File: src/rtl/axi_request_gen_p.sv
// Windowed request-word generator: issues numbered IDs on AXI-Stream, throttled by row completions.
// Configured and observed through an embedded AXI4-Lite register slave.
module axi_request_gen_p #(
  parameter int          DATA_W  = 256,
  parameter int          CNT_W   = 64,
  parameter int          WIN_MAX = 8,
  parameter logic [31:0] ID_INIT = 32'h0000_C008
) (
  input  logic              clk,
  input  logic              resetn,
  input  logic              row_complete_in,
  input  logic              button,
  output logic              idle_out,
  output logic [DATA_W-1:0] AXIS_TX_TDATA,
  output logic              AXIS_TX_TVALID,
  output logic              AXIS_TX_TLAST,
  input  logic              AXIS_TX_TREADY,
  input  logic [31:0]       S_AXI_AWADDR,
  input  logic              S_AXI_AWVALID,
  input  logic [2:0]        S_AXI_AWPROT,
  output logic              S_AXI_AWREADY,
  input  logic [31:0]       S_AXI_WDATA,
  input  logic [3:0]        S_AXI_WSTRB,
  input  logic              S_AXI_WVALID,
  output logic              S_AXI_WREADY,
  output logic [1:0]        S_AXI_BRESP,
  output logic              S_AXI_BVALID,
  input  logic              S_AXI_BREADY,
  input  logic [31:0]       S_AXI_ARADDR,
  input  logic              S_AXI_ARVALID,
  input  logic [2:0]        S_AXI_ARPROT,
  output logic              S_AXI_ARREADY,
  output logic [31:0]       S_AXI_RDATA,
  output logic [1:0]        S_AXI_RRESP,
  output logic              S_AXI_RVALID,
  input  logic              S_AXI_RREADY
);

  localparam logic [4:0] IDX_COUNTH   = 5'd0;
  localparam logic [4:0] IDX_COUNTL   = 5'd1;
  localparam logic [4:0] IDX_START    = 5'd2;
  localparam logic [4:0] IDX_ABORT    = 5'd3;
  localparam logic [4:0] IDX_WINDOW   = 5'd4;
  localparam logic [4:0] IDX_FIRST_ID = 5'd5;
  localparam logic [4:0] IDX_STATUS   = 5'd6;
  localparam logic [4:0] IDX_SENT_L   = 5'd7;
  localparam logic [4:0] IDX_DONE_L   = 5'd8;
  localparam logic [1:0] RESP_OKAY    = 2'b00;
  localparam logic [1:0] RESP_SLVERR  = 2'b10;

  // state   | meaning
  // S_IDLE  | waiting for START write or button
  // S_RUN   | issuing requests while outstanding < window
  // S_DRAIN | no new requests, waiting for done to reach target
  typedef enum logic [1:0] {S_IDLE, S_RUN, S_DRAIN} state_t;
  state_t state_q, state_d;

  logic [31:0]      counth_q, countl_q, first_id_q;
  logic [7:0]       window_q, win_clamp;
  logic [CNT_W-1:0] target_q, target_d, sent_q, sent_d, done_q, done_d, outstanding;
  logic [31:0]      id_q, id_d;
  logic [7:0]       run_win_q, run_win_d;
  logic             cont_q, cont_d, aborted_q, aborted_d;
  logic             bvalid_q, rvalid_q;
  logic [1:0]       bresp_q;
  logic [31:0]      rdata_q, rd_mux;
  logic [4:0]       wr_idx, rd_idx;
  logic [63:0]      count_full, sent_ext, done_ext;
  logic             wr_en, rd_en, start_evt, abort_evt, tvalid, hs, last_beat, comp;
  logic             unused_ok;

  assign wr_idx     = S_AXI_AWADDR[6:2];
  assign rd_idx     = S_AXI_ARADDR[6:2];
  assign wr_en      = S_AXI_AWVALID && S_AXI_WVALID && !bvalid_q;
  assign rd_en      = S_AXI_ARVALID && !rvalid_q;
  assign start_evt  = (wr_en && wr_idx == IDX_START) || button;
  assign abort_evt  = wr_en && wr_idx == IDX_ABORT;
  assign count_full = {counth_q, countl_q};
  assign sent_ext   = 64'(sent_q);
  assign done_ext   = 64'(done_q);
  assign unused_ok  = ^{S_AXI_AWPROT, S_AXI_ARPROT, S_AXI_WSTRB, S_AXI_AWADDR[31:7],
                        S_AXI_AWADDR[1:0], S_AXI_ARADDR[31:7], S_AXI_ARADDR[1:0],
                        count_full, sent_ext[63:32], done_ext[63:32]};

  // Full-width difference so the window compare stays correct past 2^32 requests.
  assign outstanding = sent_q - done_q;
  assign tvalid      = (state_q == S_RUN) && (outstanding < CNT_W'(run_win_q));
  assign hs          = tvalid && AXIS_TX_TREADY;
  assign last_beat   = !cont_q && ((sent_q + CNT_W'(1)) == target_q);
  assign comp        = row_complete_in && (state_q != S_IDLE) && (done_q < sent_q);

  assign AXIS_TX_TVALID = tvalid;
  assign AXIS_TX_TLAST  = tvalid && last_beat;
  assign idle_out       = (state_q == S_IDLE);

  always_comb begin
    AXIS_TX_TDATA = '0;
    if (tvalid) AXIS_TX_TDATA[31:0] = id_q;
  end

  always_comb begin
    state_d   = state_q;
    target_d  = target_q;
    sent_d    = sent_q;
    done_d    = done_q;
    id_d      = id_q;
    run_win_d = run_win_q;
    cont_d    = cont_q;
    aborted_d = aborted_q;
    if (hs) begin
      id_d   = id_q + 32'd1;
      sent_d = sent_q + CNT_W'(1);
    end
    if (comp) done_d = done_q + CNT_W'(1);
    case (state_q)
      S_IDLE: begin
        done_d = done_q;
        if (start_evt) begin
          state_d   = S_RUN;
          target_d  = count_full[CNT_W-1:0];
          cont_d    = (count_full[CNT_W-1:0] == '0);
          id_d      = first_id_q;
          run_win_d = window_q;
          sent_d    = '0;
          done_d    = '0;
          aborted_d = 1'b0;
        end
      end
      S_RUN: begin
        if (abort_evt) begin
          state_d   = S_DRAIN;
          target_d  = sent_d;
          aborted_d = 1'b1;
        end else if (hs && last_beat) begin
          state_d = S_DRAIN;
        end
      end
      S_DRAIN: begin
        if (abort_evt || done_d == target_q) state_d = S_IDLE;
      end
      default: state_d = S_IDLE;
    endcase
  end

  always_ff @(posedge clk) begin
    if (!resetn) begin
      state_q   <= S_IDLE;
      target_q  <= '0;
      sent_q    <= '0;
      done_q    <= '0;
      id_q      <= '0;
      run_win_q <= '0;
      cont_q    <= 1'b0;
      aborted_q <= 1'b0;
    end else begin
      state_q   <= state_d;
      target_q  <= target_d;
      sent_q    <= sent_d;
      done_q    <= done_d;
      id_q      <= id_d;
      run_win_q <= run_win_d;
      cont_q    <= cont_d;
      aborted_q <= aborted_d;
    end
  end

  always_comb begin
    if (S_AXI_WDATA == 32'd0)               win_clamp = 8'd1;
    else if (S_AXI_WDATA > 32'(WIN_MAX))    win_clamp = 8'(WIN_MAX);
    else                                    win_clamp = S_AXI_WDATA[7:0];
  end

  always_comb begin
    rd_mux = '0;
    case (rd_idx)
      IDX_COUNTH:   rd_mux = counth_q;
      IDX_COUNTL:   rd_mux = countl_q;
      IDX_WINDOW:   rd_mux = {24'd0, window_q};
      IDX_FIRST_ID: rd_mux = first_id_q;
      IDX_STATUS:   rd_mux = {29'd0, aborted_q, state_q == S_DRAIN, state_q != S_IDLE};
      IDX_SENT_L:   rd_mux = sent_ext[31:0];
      IDX_DONE_L:   rd_mux = done_ext[31:0];
      default:      rd_mux = '0;
    endcase
  end

  // Config registers only feed the run at the next start, so writes are always accepted.
  always_ff @(posedge clk) begin
    if (!resetn) begin
      counth_q   <= '0;
      countl_q   <= 32'd32;
      window_q   <= 8'(WIN_MAX);
      first_id_q <= ID_INIT;
      bvalid_q   <= 1'b0;
      bresp_q    <= RESP_OKAY;
      rvalid_q   <= 1'b0;
      rdata_q    <= '0;
    end else begin
      if (bvalid_q && S_AXI_BREADY) bvalid_q <= 1'b0;
      if (wr_en) begin
        bvalid_q <= 1'b1;
        bresp_q  <= RESP_OKAY;
        case (wr_idx)
          IDX_COUNTH:           counth_q   <= S_AXI_WDATA;
          IDX_COUNTL:           countl_q   <= S_AXI_WDATA;
          IDX_WINDOW:           window_q   <= win_clamp;
          IDX_FIRST_ID:         first_id_q <= S_AXI_WDATA;
          IDX_START, IDX_ABORT: ;
          default:              bresp_q    <= RESP_SLVERR;
        endcase
      end
      if (rvalid_q && S_AXI_RREADY) rvalid_q <= 1'b0;
      if (rd_en) begin
        rvalid_q <= 1'b1;
        rdata_q  <= rd_mux;
      end
    end
  end

  assign S_AXI_AWREADY = wr_en;
  assign S_AXI_WREADY  = wr_en;
  assign S_AXI_BVALID  = bvalid_q;
  assign S_AXI_BRESP   = bresp_q;
  assign S_AXI_ARREADY = !rvalid_q;
  assign S_AXI_RVALID  = rvalid_q;
  assign S_AXI_RDATA   = rdata_q;
  assign S_AXI_RRESP   = RESP_OKAY;

endmodule

File: config.mk
export PLATFORM = sky130hd
export DESIGN_NAME = axi_request_gen_p
export DESIGN_NICKNAME = d
export VERILOG_FILES = /design/src/rtl/axi_request_gen_p.sv
export SDC_FILE = /design/constraint.sdc
export NUM_CORES = 1
export LEC_CHECK = 0
export CORE_UTILIZATION = 45
export DETAILED_ROUTE_END_ITERATION = 16
export GPL_TIMING_DRIVEN = 0
export PLACE_DENSITY = 0.68
export SLEW_MARGIN = 10
export SYNTH_ARGS = -nofsm -noshare
export SYNTH_HDL_FRONTEND = slang
export SYNTH_SLANG_ARGS = --single-unit
File: constraint.sdc
create_clock -name clk -period 5.5 [get_ports clk]
set_clock_uncertainty 0.15 [all_clocks]
set_input_delay 0.825 -clock clk [delete_from_list [all_inputs] [get_ports clk]]
set_output_delay 0.825 -clock clk [all_outputs]
set_load 0.1 [all_outputs]
======== Word-level counts from Yosys, hierarchy flattened ========
Cells that the tools add are included.
cells by class
  reduce and logical (&&, ||, !) cells .... 36
  magnitude comparators ................... 3
  equality and inequality tests ........... 19
  multiplexer cells ....................... 29
  $add $sub $neg .......................... 4
operators with widths
  cell                                                                    number
  64-bit two-way mux                                                      8
  32-bit one-hot mux with 7 select lines                                  1
  64-bit by 1-bit adder with 64-bit output (second input constant)        2
  64-bit == test                                                          2
  32-bit two-way mux                                                      4
  64-bit one-hot mux with 2 select lines                                  1
  64-bit logical NOT                                                      1
  64-bit < comparator                                                     1
  64-bit by 8-bit < comparator with 1-bit output                          1
  64-bit subtractor                                                       1
  32-bit by 1-bit adder with 32-bit output (second input constant)        1
  32-bit by 4-bit > comparator with 1-bit output (second input constant)  1
  32-bit logical NOT                                                      1
  5-bit by 3-bit == test with 1-bit output (second input constant)        6
  8-bit two-way mux                                                       2
  1-bit logical AND                                                       14
  5-bit by 1-bit == test with 1-bit output (second input constant)        2
  5-bit by 2-bit == test with 1-bit output (second input constant)        2
  5-bit logical NOT                                                       2
  2-bit two-way mux                                                       5
  2-bit AND reduction                                                     5
  2-bit nonzero test                                                      4
  1-bit two-way mux                                                       6
  2-bit one-hot mux with 3 select lines                                   1
  12 further kinds                                                        17
storage, ports and cells
  output and inout port bits .............. 300
  word-level logic and storage cells ...... 107
  flip-flop bits (word level) ............. 376

======== Depth between registers and ports, before layout ========
  word-level depth ........................ 8
  depth in mapped cells ................... 23
  depth with buffers taken out ............ 20

======== Least setup slack after synthesis ========
Ideal clock, no wire load.
  path kind ............................... reg2out
  from .................................... register sent_q[0] (netlist: sent_ext[0])
  to ...................................... output AXIS_TX_TDATA[22]
  stages on the path, launching flop included .. 23
  arrival time ............................ 5.416 ns
  path buffers ............................ 2
  path slack .............................. -0.891 ns
  cell sequence ........................... dfxtp_1 buf_2 inv_1 ha_1 inv_1 fa_1 a21o_1 a221oi_1 xnor2_1 ha_1 a21oi_1 o22ai_1 nor3_1 o2111ai_1 nor3_1 nand4_1 nor4_1 nand4_1 nor4_1 o311ai_0 nor3_2 buf_2 and2_1
between the ends
  cells in the longest elaborated chain, start to end .. 4
RTL lines
  element                                         line  source
  start, declared                                 60    logic [CNT_W-1:0] target_q, target_d, sent_q, sent_d, done_q, done_d, outstanding;
  start signal, assigned                          158   sent_q <= sent_d;
  64-bit subtractor                               86    assign outstanding = sent_q - done_q;
  64-bit by 8-bit < comparator with 1-bit output  87    assign tvalid = (state_q == S_RUN) && (outstanding < CNT_W'(run_win_q));
  1-bit logical AND                               87
  net AXIS_TX_TVALID                              15    output logic AXIS_TX_TVALID,
  32-bit two-way mux                              98    if (tvalid) AXIS_TX_TDATA[31:0] = id_q;
  end, declared                                   14    output logic [DATA_W-1:0] AXIS_TX_TDATA,
The timed path passes the listed nets, and every way through them passes these cells.

======== Worst setup path after layout ========
  from .................................... register sent_q[0] (netlist: sent_ext[0])
  to ...................................... output AXIS_TX_TDATA[6]
between the ends
  cells in the longest elaborated chain, start to end .. 4
RTL lines
  element                                         line
  64-bit subtractor                               86
  64-bit by 8-bit < comparator with 1-bit output  87
  1-bit logical AND                               87
  32-bit two-way mux                              98
No other way between the ends.

==> impl_metrics.csv <==
group,metric,value,unit
yosys,syn_area,30310,sq um
clock_network,path_clk_slew,0.07,ns
critical_path,r2r_cells,17,
global_route,overflow,0,
yosys,ys_types,97,
yosys,yosys_warnings,0,
cells_and_area,layout_common_cells,"nand2_1, a21oi_1, dfxtp_1, buf_4, nor2_1",
yosys,synth_top_area_share,24.77,%
drt,viasPerCell,6.400,
critical_path,worstSetupPathType,"flop to output pin",
placed_design,gp_congestion,1.076,
die,fp.dieH,261.5,um
critical_path,arrival,5.93,ns
timing,slew_headroom,11.54,%
cells_and_area,drive_gt1_share,15.89,%
drt,route.detailed.drc,0,
drt,drt-pass1-iter-count,7,
yosys,synth_seq_area_share,24.77,%
die,die_w,261.5,um
run,cap_viol_max_count,0,
clock_network,clk_latency,0.64,ns
critical_path,r2r-end,"id_q[21]$_SDFF_PN0_",
timing,timing.hold.ws,0.3110,ns
global_route,grt_pass1_vias,31730,
die,io_pins,416,
critical_path,crit_path_end_kind,"output pin",
critical_path,timing.rr.start,"sent_ext[48]$_SDFF_PN0_",
clock_network,cts_root_buffer,"clkbuf_16",
power_and_ir_drop,p_int,4.916,mW
power_and_ir_drop,pwr-share-comb,20.3,%
drt,ant_nets,0,
clock_network,cts_hold_buf,0,
global_route,grt_usage,46.36,%
timing,fin_crit,6.904,ns
cells_and_area,final_common_cell,"nand2_1",
timing,worst_slack,-1.404,ns
placed_design,io_buffer_count,121,
yosys,syn_inst,4182,
critical_path,rrSetupSlack,-0.01,ns
critical_path,cp.required,4.53,ns
power_and_ir_drop,irDropWorstVdd,265.8,uV
drt,routed-via-count,35200,
drt,routedWlPerCell,29.80,um
power_and_ir_drop,power.density,206.1,nW/um^2
yosys,synth-seq-cells,375,
clock_network,cts_sinks,375,
power_and_ir_drop,p_switching,2.655,mW
yosys,synth_ff_type,"dfxtp_1",
run_status,violations,"setup timing",
die,rows,94,
placed_design,dp.final_hpwl,131.3,mm
global_route,grt_antenna_before_repair,5,
cells_and_area,final_nets,4788,
drt,dr.first_iter.drc_count,4562,
yosys,synth_area_per_cell,7.247,sq um
critical_path,cp-start-kind,"flop",
timing,setup-tns-final,-47.32,ns
timing,hold_viol,0,
power_and_ir_drop,leakage,14.63,nW
placed_design,dp_slack,-3.501,ns
yosys,synth_area_leaders,"dfxtp_1, a21oi_1, nand2_1",
timing,fmax,144.8,MHz
timing,worstMarginPinSlew,1.327,ns
clock_network,clockBufferDepth,3,
yosys,synthArstFlopShare,0,%
hold_path,min_path_cells,2,
yosys,synth_edf_count,0,
run_status,status,"finished, violations left",
timing,period_share,125.5,%
die,initial_utilization,45.77,%
cells_and_area,postLayoutCoreUtil,55.47,%
critical_path,critPathMaxFanout,7,
global_route,grt_max_degree,16,
clock_network,numCtsBuffers,42,
yosys,yosys.area.top_type,"dfxtp_1",
timing,drv_slew,0,
hold_path,hold_end,"cont_q$_SDFFE_PN0P_",
clock_network,h-tree-depth,2,
cells_and_area,fillerInstances,6412,
power_and_ir_drop,seqPwrFrac,36.3,%
hold_path,hold_path.class,"flop to flop",
timing,setup_viol,36,
power_and_ir_drop,clockPowerShare,43.5,%
cells_and_area,syn_to_final_growth,21.19,%
clock_network,tritoncts,"done",
die,coreArea,66220,sq um
hold_path,hold_start,"cont_q$_SDFFE_PN0P_",
drt,routed_wl,163.9,mm
power_and_ir_drop,sw_frac_of_total,35.07,%
global_route,grt_pass1_wl,227.9,mm
timing,rsz0062_at_grt,"true",
die,dieArea,68390,sq um
[how the worst max path moves through the flow]
stage                               from           endpoint
2_1_floorplan     sent_ext[0]$_SDFF_PN0_  AXIS_TX_TDATA[22]
3_3_place_gp   done_ext[53]$_SDFFE_PN0P_   AXIS_TX_TDATA[7]
3_5_place_dp      sent_ext[0]$_SDFF_PN0_   AXIS_TX_TDATA[7]
4_1_cts           sent_ext[0]$_SDFF_PN0_   AXIS_TX_TDATA[7]
5_1_grt           sent_ext[0]$_SDFF_PN0_  AXIS_TX_TDATA[30]
6_report          sent_ext[0]$_SDFF_PN0_   AXIS_TX_TDATA[6]
[metal layers]
metal  global-route usage (%)  wire length [um]  vias up
li1                         -                 -    15660
met5                        0                10        -
met1                    54.70             58390    16310
met4                    42.41             18120        2
met3                    9.533             17910      666
met2                    70.74             69460     2558
[critical path, stage by stage, from the launching register on]
cell and delay [ns]:
dfxtp_2 0.33, buf_6 0.13, clkinvlp_4 0.13, ha_4 0.15, inv_2 0.04, fa_2 0.35, a21o_1 0.22, a221oi_4 0.32
xnor2_1 0.17, ha_1 0.29, a21oi_2 0.19, o22ai_2 0.13, nor3_2 0.12, o2111ai_1 0.14, nor3_1 0.20, nand4_1 0.18
nor4_4 0.41, nand4_1 0.29, nor4_2 0.39, o311ai_2 0.18, nor3_4 0.23, buf_12 0.19, clkbuf_16 0.17, and2_4 0.16
buf_12 0.17
[synthesized netlist by cell type, types with 20 or more instances]
master	number
nand4_1	146
xor2_1	101
nand3_1	161
o21a_1	36
ha_1	74
a21oi_1	405
a21o_1	21
dfxtp_1	375
or3_1	39
a31oi_1	50
o211ai_1	31
clkbuf_1	244
nand2_1	498
a211oi_1	62
buf_2	58
mux2_2	38
and2_1	56
inv_1	121
a222oi_1	24
nor4_1	112
xnor2_1	180
o22ai_1	64
buf_4	230
o21ai_0	147
nor2_1	281
a22oi_1	24
and3_1	105
or4_1	20
nor3_1	89
and4_1	29
[flip-flops by register name, indices dropped and copies added, names as in the netlist]
name	cells
done_ext	64
window_q	8
S_AXI_BRESP	1
countl_q	32
S_AXI_RVALID	1
aborted_q	1
run_win_q	8
id_q	32
S_AXI_RDATA	32
first_id_q	32
sent_ext	64
state_q	2
cont_q	1
counth_q	32
target_q	64
S_AXI_BVALID	1
[power by group through the flow]
stage	logic (mW)	registers, mW	clock network (mW)
finish	1.53	2.75	3.29
global route	1.56	2.74	3.37
CTS	1.47	2.75	3.26
detailed placement	1.44	2.81	0
global placement	1.44	2.81	0
floorplan	1.12	2.81	0
[timing repair]
| action | CTS | global route |
|---|---|---|
| buffers inserted | 20 | 21 |
| pin swaps | 23 | 16 |
| gates resized for setup | 436 | 135 |
| endpoints found under the hold margin | 0 | 0 |
| cloned | 1 | 1 |
| setup endpoints to repair | 214 | 198 |
[cells by family (layout without fill, tap and decap cells)]
group	Yosys count	in the layout	share of synthesized area, %
xor gates and xnor gates	282	282	8.195
AOI/OAI and AO/OA	1067	1067	22.64
buffers and inverters	662	884	11.34
adders and majority gates	75	75	3.121
muxes	57	57	2.039
DFF	375	375	24.77
and+or+nand+nor	1663	1664	27.89
other	1	231	0.01237
[area by class of cell]
class | count | area, sq um | area share, %
Buffer | 516 | 3015 | 8.210
Tap cell | 864 | 1081 | 2.943
Multi-Input combinational cell | 3372 | 21080 | 57.40
Clock inverter | 26 | 437.9 | 1.192
Clock buffer | 52 | 1149 | 3.127
Timing Repair Buffer | 167 | 1924 | 5.239
Sequential cell | 375 | 7565 | 20.60
Antenna cell | 4 | 10.01 | 0.02725
Inverter | 123 | 465.4 | 1.267
[through the flow]
| stage | instance area [sq um] | total power [mW] | instances |
|---|---|---|---|
| floorplan | 31260 | 3.933 | 4408 |
| global placement | 33550 | 4.252 | 5393 |
| detailed placement | 33610 | 4.251 | 5397 |
| CTS | 36150 | 7.478 | 5480 |
| global route | 36730 | 7.672 | 5498 |
| finish | 36730 | 7.571 | 5499 |
Power figures use the tool's default switching activity.
